`src/rtl/uart_frame_rx_ctrl.sv`:
```
// uart_frame_rx_ctrl: parses sync/len/payload frames from uart_rx, buffers and drains the payload, owns uart_rx reset.
// Define UART_FRAME_CHECKSUM_EN to add a trailing modulo-256 check byte (length plus payload).
module uart_frame_rx_ctrl #(
  parameter logic [7:0] SYNC_BYTE = 8'hA5,
  parameter int MAX_LEN = 16,
  parameter int TIMEOUT_CYCLES = 480,
  parameter int RESYNC_CYCLES = 16
) (
  input  logic       clk,
  input  logic       rst_n,
  input  logic [7:0] rx_data,
  input  logic       rx_data_valid,
  output logic       rx_rst,
  output logic [7:0] out_data,
  output logic       out_valid,
  output logic       out_last,
  input  logic       out_ready,
  output logic       frame_ok,
  output logic       frame_err,
  output logic [1:0] err_code
);
  localparam int AW = (MAX_LEN > 1) ? $clog2(MAX_LEN) : 1;
  localparam int TW = $clog2(TIMEOUT_CYCLES + 1);
  localparam int RW = $clog2(RESYNC_CYCLES + 1);
  localparam logic [7:0] MAX_B = 8'(MAX_LEN);
  localparam logic [1:0] E_LEN = 2'd0, E_SUM = 2'd1, E_TMO = 2'd2, E_OVR = 2'd3;
  typedef enum logic [2:0] {
    IDLE, LEN, PAYLOAD,
`ifdef UART_FRAME_CHECKSUM_EN
    CHECK,
`endif
    DRAIN, RESYNC
  } state_t;
  state_t         state_q;
  logic [7:0]     len_q;
  logic [AW-1:0]  idx_q, rd_q;
  logic [TW-1:0]  tmo_q;
  logic [RW-1:0]  rs_q;
  logic           rx_rst_q, frame_ok_q, frame_err_q;
  logic [1:0]     err_code_q;
  logic [7:0]     buf_q [MAX_LEN];
`ifdef UART_FRAME_CHECKSUM_EN
  logic [7:0]     sum_q;
`endif
  logic in_frame, bad_len, bad_sum, tmo_err, err, last_in, last_rd;
  always_comb begin
    in_frame = state_q == LEN || state_q == PAYLOAD;
    bad_len  = state_q == LEN && rx_data_valid && (rx_data == 8'd0 || rx_data > MAX_B);
`ifdef UART_FRAME_CHECKSUM_EN
    in_frame = in_frame || state_q == CHECK;
    bad_sum  = state_q == CHECK && rx_data_valid && rx_data != sum_q;
`else
    bad_sum  = 1'b0;
`endif
    tmo_err  = in_frame && !rx_data_valid && tmo_q == TW'(TIMEOUT_CYCLES - 1);
    err      = bad_len || bad_sum || tmo_err;
  end
  assign last_in   = 8'(idx_q) == len_q - 8'd1;
  assign last_rd   = 8'(rd_q) == len_q - 8'd1;
  assign out_valid = state_q == DRAIN;
  assign out_data  = out_valid ? buf_q[rd_q] : 8'd0;
  assign out_last  = out_valid && last_rd;
  assign rx_rst    = rx_rst_q;
  assign frame_ok  = frame_ok_q;
  assign frame_err = frame_err_q;
  assign err_code  = err_code_q;
  // Payload storage needs no reset: it is only read in DRAIN, after being written.
  always_ff @(posedge clk)
    if (state_q == PAYLOAD && rx_data_valid) buf_q[idx_q] <= rx_data;
  always_ff @(posedge clk or negedge rst_n) begin
    if (!rst_n) begin
      state_q     <= RESYNC;
      rs_q        <= RW'(RESYNC_CYCLES);
      rx_rst_q    <= 1'b1;
      len_q       <= '0;
      idx_q       <= '0;
      rd_q        <= '0;
      tmo_q       <= '0;
      frame_ok_q  <= 1'b0;
      frame_err_q <= 1'b0;
      err_code_q  <= '0;
`ifdef UART_FRAME_CHECKSUM_EN
      sum_q       <= '0;
`endif
    end else begin
      frame_ok_q  <= 1'b0;
      frame_err_q <= 1'b0;
      tmo_q       <= rx_data_valid ? '0 : tmo_q + 1'b1;
      case (state_q)
        IDLE: if (rx_data_valid && rx_data == SYNC_BYTE) state_q <= LEN;
        LEN: if (rx_data_valid) begin
          len_q   <= rx_data;
          idx_q   <= '0;
          state_q <= PAYLOAD;
`ifdef UART_FRAME_CHECKSUM_EN
          sum_q   <= rx_data;
`endif
        end
        PAYLOAD: if (rx_data_valid) begin
          idx_q <= idx_q + 1'b1;
`ifdef UART_FRAME_CHECKSUM_EN
          sum_q <= sum_q + rx_data;
          if (last_in) state_q <= CHECK;
`else
          if (last_in) begin
            frame_ok_q <= 1'b1;
            rd_q       <= '0;
            state_q    <= DRAIN;
          end
`endif
        end
`ifdef UART_FRAME_CHECKSUM_EN
        CHECK: if (rx_data_valid) begin
          frame_ok_q <= 1'b1;
          rd_q       <= '0;
          state_q    <= DRAIN;
        end
`endif
        DRAIN: begin
          if (rx_data_valid) begin
            frame_err_q <= 1'b1;
            err_code_q  <= E_OVR;
          end
          if (out_ready) begin
            rd_q <= rd_q + 1'b1;
            if (last_rd) state_q <= IDLE;
          end
        end
        RESYNC: if (rs_q == RW'(1)) begin
          rx_rst_q <= 1'b0;
          state_q  <= IDLE;
        end else rs_q <= rs_q - 1'b1;
        default: state_q <= IDLE;
      endcase
      // Errors override whatever the state branch decided for this byte.
      if (err) begin
        frame_ok_q  <= 1'b0;
        frame_err_q <= 1'b1;
        err_code_q  <= bad_len ? E_LEN : bad_sum ? E_SUM : E_TMO;
        rx_rst_q    <= 1'b1;
        rs_q        <= RW'(RESYNC_CYCLES);
        state_q     <= RESYNC;
      end
    end
  end
endmodule

```
`config.mk`:
```
export PLATFORM = sky130hd
export DESIGN_NAME = uart_frame_rx_ctrl
export DESIGN_NICKNAME = d
export VERILOG_FILES = /design/src/rtl/uart_frame_rx_ctrl.sv
export SDC_FILE = /design/constraint.sdc
export NUM_CORES = 1
export LEC_CHECK = 0
export BUFFER_PORTS_ARGS = -buffer_cell sky130_fd_sc_hd__buf_4
export CAP_MARGIN = 10
export CORE_ASPECT_RATIO = 1.25
export CORE_MARGIN = 2
export CORE_UTILIZATION = 64
export CTS_BUF_LIST = sky130_fd_sc_hd__clkbuf_2 sky130_fd_sc_hd__clkbuf_4 sky130_fd_sc_hd__clkbuf_8
export CTS_CLUSTER_DIAMETER = 80
export DETAILED_ROUTE_END_ITERATION = 16
export GPL_TIMING_DRIVEN = 0
export PLACE_DENSITY = 0.87
export SETUP_SLACK_MARGIN = 0.02
export SLEW_MARGIN = 5
export SYNTH_ARGS = -nofsm -noshare
export SYNTH_HDL_FRONTEND = slang
export SYNTH_SLANG_ARGS = --single-unit
```
`constraint.sdc`:
```
create_clock -name clk -period 6.6 [get_ports clk]
set_clock_uncertainty 0.1 [all_clocks]
set_input_delay 0.99 -clock clk [delete_from_list [all_inputs] [get_ports clk]]
set_output_delay 0.99 -clock clk [all_outputs]
set_load 0.02 [all_outputs]
```
After elaboration in Yosys (flattened, before gate mapping)
Memory sizes are Yosys's and may differ from the RTL's.
Cells that the tools add are included.
{"block": "classes", "reduce_logical": 26, "eq_ne": 21, "magnitude_cmp": 1, "add_sub_neg": 5, "n_mux": 37}
{"op": "two-way mux 3 bit", "count": 8}
{"op": "two-way mux 4 bit", "count": 5}
{"op": "== test 4 x 8 -> 1 bit", "count": 2}
{"op": "one-hot mux 4 bit (2 select lines)", "count": 2}
{"op": "two-way mux 5 bit", "count": 3}
{"op": "inequality test 3 bit, second input constant", "count": 5}
{"op": "one-hot mux 3 bit (5 select lines)", "count": 1}
{"op": "two-way mux 1 bit", "count": 12}
{"op": "nonzero test 2 bit", "count": 6}
{"op": "adder 9 x 1 -> 9 bit, second input constant", "count": 1}
{"op": "== test 9 bit, second input constant", "count": 1}
{"op": "two-way mux 9 bit", "count": 1}
{"op": "adder 4 x 1 -> 4 bit, second input constant", "count": 2}
{"op": "== test 8 bit, second input constant", "count": 1}
{"op": "> comparator 8 x 5 -> 1 bit, second input constant", "count": 1}
{"op": "zero test 8 bit", "count": 1}
{"op": "two-way mux 2 bit", "count": 4}
{"op": "two-way mux 8 bit", "count": 1}
{"op": "inequality test 2 bit, second input constant", "count": 4}
{"op": "AND reduction 2 bit", "count": 4}
{"op": "subtractor 8 x 1 -> 8 bit, second input constant", "count": 1}
{"op": "logical AND 1 bit", "count": 7}
{"op": "AND reduction 7 bit", "count": 1}
{"op": "== test 3 x 2 -> 1 bit, second input constant", "count": 2}
{"op": "11 further kinds", "count": 14}
{"block": "totals", "inputBits": 12, "word_cells": 101, "n_memories": 1, "output_inout_bits": 15, "ramBits": 128, "ff_bits": 38}
{"name": "buf_q", "depth": 16, "word_bits": 8, "rd": 1, "rd_clocked_by_memory_dff": 0, "write_ports": 1, "line_no": "41", "source": "logic [7:0] buf_q [MAX_LEN];"}

Logic depth before layout (Yosys ltp)
{"block": "logic_depth", "ltp_word": 7, "ltp_mapped": 9}

Worst setup path before layout
Ideal clock, no wire load.
{"block": "synth_path", "path_kind": "register to output", "start": "register len_q[0]", "end": "output out_last", "path_stages_with_launch": 8, "t_arrival_ns": 2.018, "path_buffers": 1, "slack_ns": 3.492, "cell_sequence": "dfrtp_1 -> buf_2 -> inv_1 -> ha_1 -> o21bai_1 -> a211o_1 -> a311o_1 -> nor3_1"}
{"block": "synth_between", "elab_chain_cells": 3}
{"element": "start: declaration", "line_no": "35", "source": "logic [7:0] len_q;"}
{"element": "start signal: assignment", "line_no": "92", "source": "len_q <= rx_data;"}
{"element": "subtractor 8 x 1 -> 8 bit", "line_no": "59", "source": "assign last_rd = 8'(rd_q) == len_q - 8'd1;"}
{"element": "== test 4 x 8 -> 1 bit", "line_no": "59"}
{"element": "logical AND 1 bit", "line_no": "62", "source": "assign out_last = out_valid && last_rd;"}
{"element": "end: declaration", "line_no": "16", "source": "output logic out_last,"}
Every way passes these cells.

Worst setup path after layout
{"block": "layout_path", "start": "register rd_q[1]", "end": "output out_data[4]"}
{"block": "layout_between", "elab_chain_cells": 2}
{"element": "start: declaration", "line_no": "36", "source": "logic [AW-1:0] idx_q, rd_q;"}
{"element": "start signal: assignment", "line_no": "125", "source": "rd_q <= rd_q + 1'b1;"}
{"element": "memory (16 x 8 bit)"}
{"element": "two-way mux 8 bit", "line_no": "61", "source": "assign out_data = out_valid ? buf_q[rd_q] : 8'd0;"}
{"element": "end: declaration", "line_no": "14", "source": "output logic [7:0] out_data,"}
Every way passes these cells.

==> metrics.yaml <==
final_layout:
  post-route-util: 0.730
  area_growth_pct: 10.2
  nets: 507
  fillers: 636
  finalInstanceArea_sq_um: 7790
  drive_above_1_share: 0.230
  num_antenna_cells: 0
timing:
  max-slew-margin-rel: 0.390
  rsz0062_at_grt: "no"
  min_period_over_period: 0.647
  layout_min_cycle_time_ns: 4.27
  tns_ns: 0
  fmax_mhz: 234
  tightest_slew_ns: 0.910
  final-setup-viol-count: 0
  hold_viol: 0
  drv_slew: 0
global_routing:
  grt_max_degree: 39
  antenna_found_initial: 0
  grt_first_pass_wirelength_mm: 22.9
  globalRouteTotalUtil: 0.268
  grt_pass1_vias: 4192
  overflow: 0
setup_path:
  max_stage_delay_ns: 0.59
  crit_required_ns: 5.51
  path_cells: "clkbuf_1, clkbuf_1, mux4_2, mux4_2, and3_1, buf_4"
  cp-start-kind: "flop"
  cp_num_buf_inv: 3
  crit_path_end_kind: "primary output"
  crit_type: "reg -> out"
  cp_slowest_cell: "clkbuf_1"
  arrival_ns: 3.18
  path_max_fanout: 10
  crit_family: "buffers and inverters"
min_path:
  hold_class: "reg -> reg"
placement:
  routabilityCongestion: 0.874
  dpl.hpwl_mm: 9.87
  portBuffers: 26
  place_area_sq_um: 7440
detailed_routing:
  postRouteAntennaNets: 0
  wirelength_mm: 14.6
  first_pass_iters: 5
  vias_per_cell: 6.48
  drcViolationCount: 0
  via_count: 4092
  drt_iter0_markers: 518
  wl_per_cell_microns: 23.1
run_status:
  outcome: "finished, final reports clean"
synth:
  syn_inst: 439
  synth_area_sq_um: 7060
  ys_async_sr_fraction: 0.229
  synth_cell_types: 46
  synth_edf_count: 128
  syn-num-nets: 460
  yosys_most_used_dff: "edfxtp_1"
  yosys_warnings: 0
  synth_seq_cells: 166
  seq_area_frac_synth: 0.679
  avgSynthCellArea_sq_um: 16.1
clock_tree:
  cts_tree: "yes"
  clock-root-buffer: "clkbuf_8"
  post_cts_buffers: 0
  cts_hold_buf: 0
  cts_buffers: 17
  insertion_delay_ns: 0.45
  htree_num_levels: 4
  cts_buffer_depth: 2
  clk_pin_slew_worst_paths_ns: 0.08
  cts.sinks: 166
  ctsResizeCount: 0
floorplanning:
  ioPinCount: 27
  die-area_sq_um: 11900
  die_w_microns: 98.0
  row_count: 42
  start_util: 0.662
  core_sq_um: 10700
  die_h_microns: 121
pwr:
  combPwrFrac: 0.362
  p_int_mw: 1.99
  peakVddDrop_mv: 0.234
  p_clk_frac: 0.208
  p_sw_frac: 0.340
  p_leak_nw: 2.76
  p_switching_mw: 1.03
  p_seq_frac: 0.430
  p_per_area_nw_per_um2: 387
run:
  drv_cap: 0
[cells in the mapped netlist (all sizes together) (9+ instances only)]
master | count | area (sq um)
clkbuf | 12 | 45.0
o21ai | 16 | 80.1
xor2 | 11 | 96.3
edfxtp | 128 | 3840
nand3 | 19 | 95.1
ha | 9 | 113
mux4 | 40 | 901
inv | 10 | 37.5
and3 | 11 | 68.8
dfrtp | 35 | 876
nand2 | 42 | 158
nor2 | 29 | 109
[cells by family after synthesis]
group / count (synthesis) / synth area share
compound gates: 36 / 0.0321
xor+xnor: 21 / 0.0301
fa+ha+maj: 9 / 0.0159
mux: 42 / 0.130
flops: 166 / 0.679
buf+inv: 30 / 0.0200
simple gates: 135 / 0.0923
[worst register-to-register path: cells and delay by family (launching register included)]
family	cells	cell delay, ns
AND/OR/NAND/NOR	3	1.58
buffers and inverters	2	0.41
flip-flops	1	0.34
[power groups by stage]
stage	Sequential [mW]	Clock, mW	Combinational (mW)
4_1_cts	1.29	0.637	1.09
6_report	1.29	0.628	1.09
3_5_place_dp	1.32	0	1.09
5_1_grt	1.30	0.679	1.17
3_3_place_gp	1.31	0	1.04
2_1_floorplan	1.31	0	0.783
[metal layers]
| metal | vias up | GRT usage | wire [microns] |
|---|---|---|---|
| li1 | 1781 | - | - |
| met1 | 2090 | 0.344 | 5640 |
| met2 | 172 | 0.454 | 7520 |
| met3 | 49 | 0.0472 | 829 |
| met4 | 0 | 0.118 | 584 |
| met5 | - | 0 | 0 |
[registers in the layout, summed over array words and instances, names as in the netlist]
| signal | cells |
|---|---|
| buf_q | 128 |
| err_code | 2 |
| frame_err | 1 |
| frame_ok | 1 |
| idx_q | 4 |
| len_q | 8 |
| rd_q | 4 |
| rs_q | 5 |
| rx_rst | 1 |
| state_q | 3 |
| tmo_q | 9 |
[metrics by stage]
stage | hold WS, ns | setup WS, ns | std cells | total power [mW]
floorplan | 0.337 | 3.49 | 439 | 2.09
finish | 0.374 | 2.33 | 631 | 3.01
global placement | 0.355 | 2.90 | 597 | 2.34
global route | 0.392 | 2.22 | 631 | 3.16
detailed placement | 0.355 | 2.82 | 599 | 2.40
CTS | 0.376 | 2.30 | 631 | 3.02
[placed cells by master, fill, tap and decap left out, drive strengths merged, types with 3 or more instances in the layout]
master / Yosys / routed
dfstp: 3 / 3
clkinv: 0 / 4
xnor2: 8 / 8
buf: 8 / 36
and3: 11 / 11
nor3: 8 / 8
dfrtp: 35 / 35
a21oi: 7 / 7
clkinvlp: 0 / 8
o21ai: 16 / 16
inv: 10 / 13
nor2b: 6 / 6
clkbuf: 12 / 29
nand2: 42 / 42
mux4: 40 / 40
nand3: 19 / 19
a31oi: 3 / 3
xor2: 11 / 11
nor2: 29 / 29
ha: 9 / 9
edfxtp: 128 / 128
and2: 4 / 4
nor4: 5 / 5
[final timing paths]
check / cells after the start / to / slack (ns) / from
max in group asynchronous: 1 / rs_q[4] / 5.64 / rst_n
hold reg to reg: 2 / len_q[7] / 0.37 / len_q[7]
hold / removal: 2 / len_q[7] / 0.37 / len_q[7]
setup / recovery: 6 / out_data[4] / 2.33 / rd_q[1]
min in group asynchronous: 1 / tmo_q[0] / 0.39 / rst_n
setup reg to reg: 5 / buf_q[15][6] / 3.80 / state_q[1]
[area by class of cell]
cell class,count,area [sq um],area share
timing repair buffer,28,205,0.0264
multi-input combinational,243,2130,0.274
tap,132,165,0.0212
buffer,20,104,0.0133
sequential,166,4800,0.616
clock buffer,17,234,0.0300
clock inverter,15,108,0.0138
inverter,10,37.5,0.00482
Note: power is estimated with default switching activity, not from simulation.
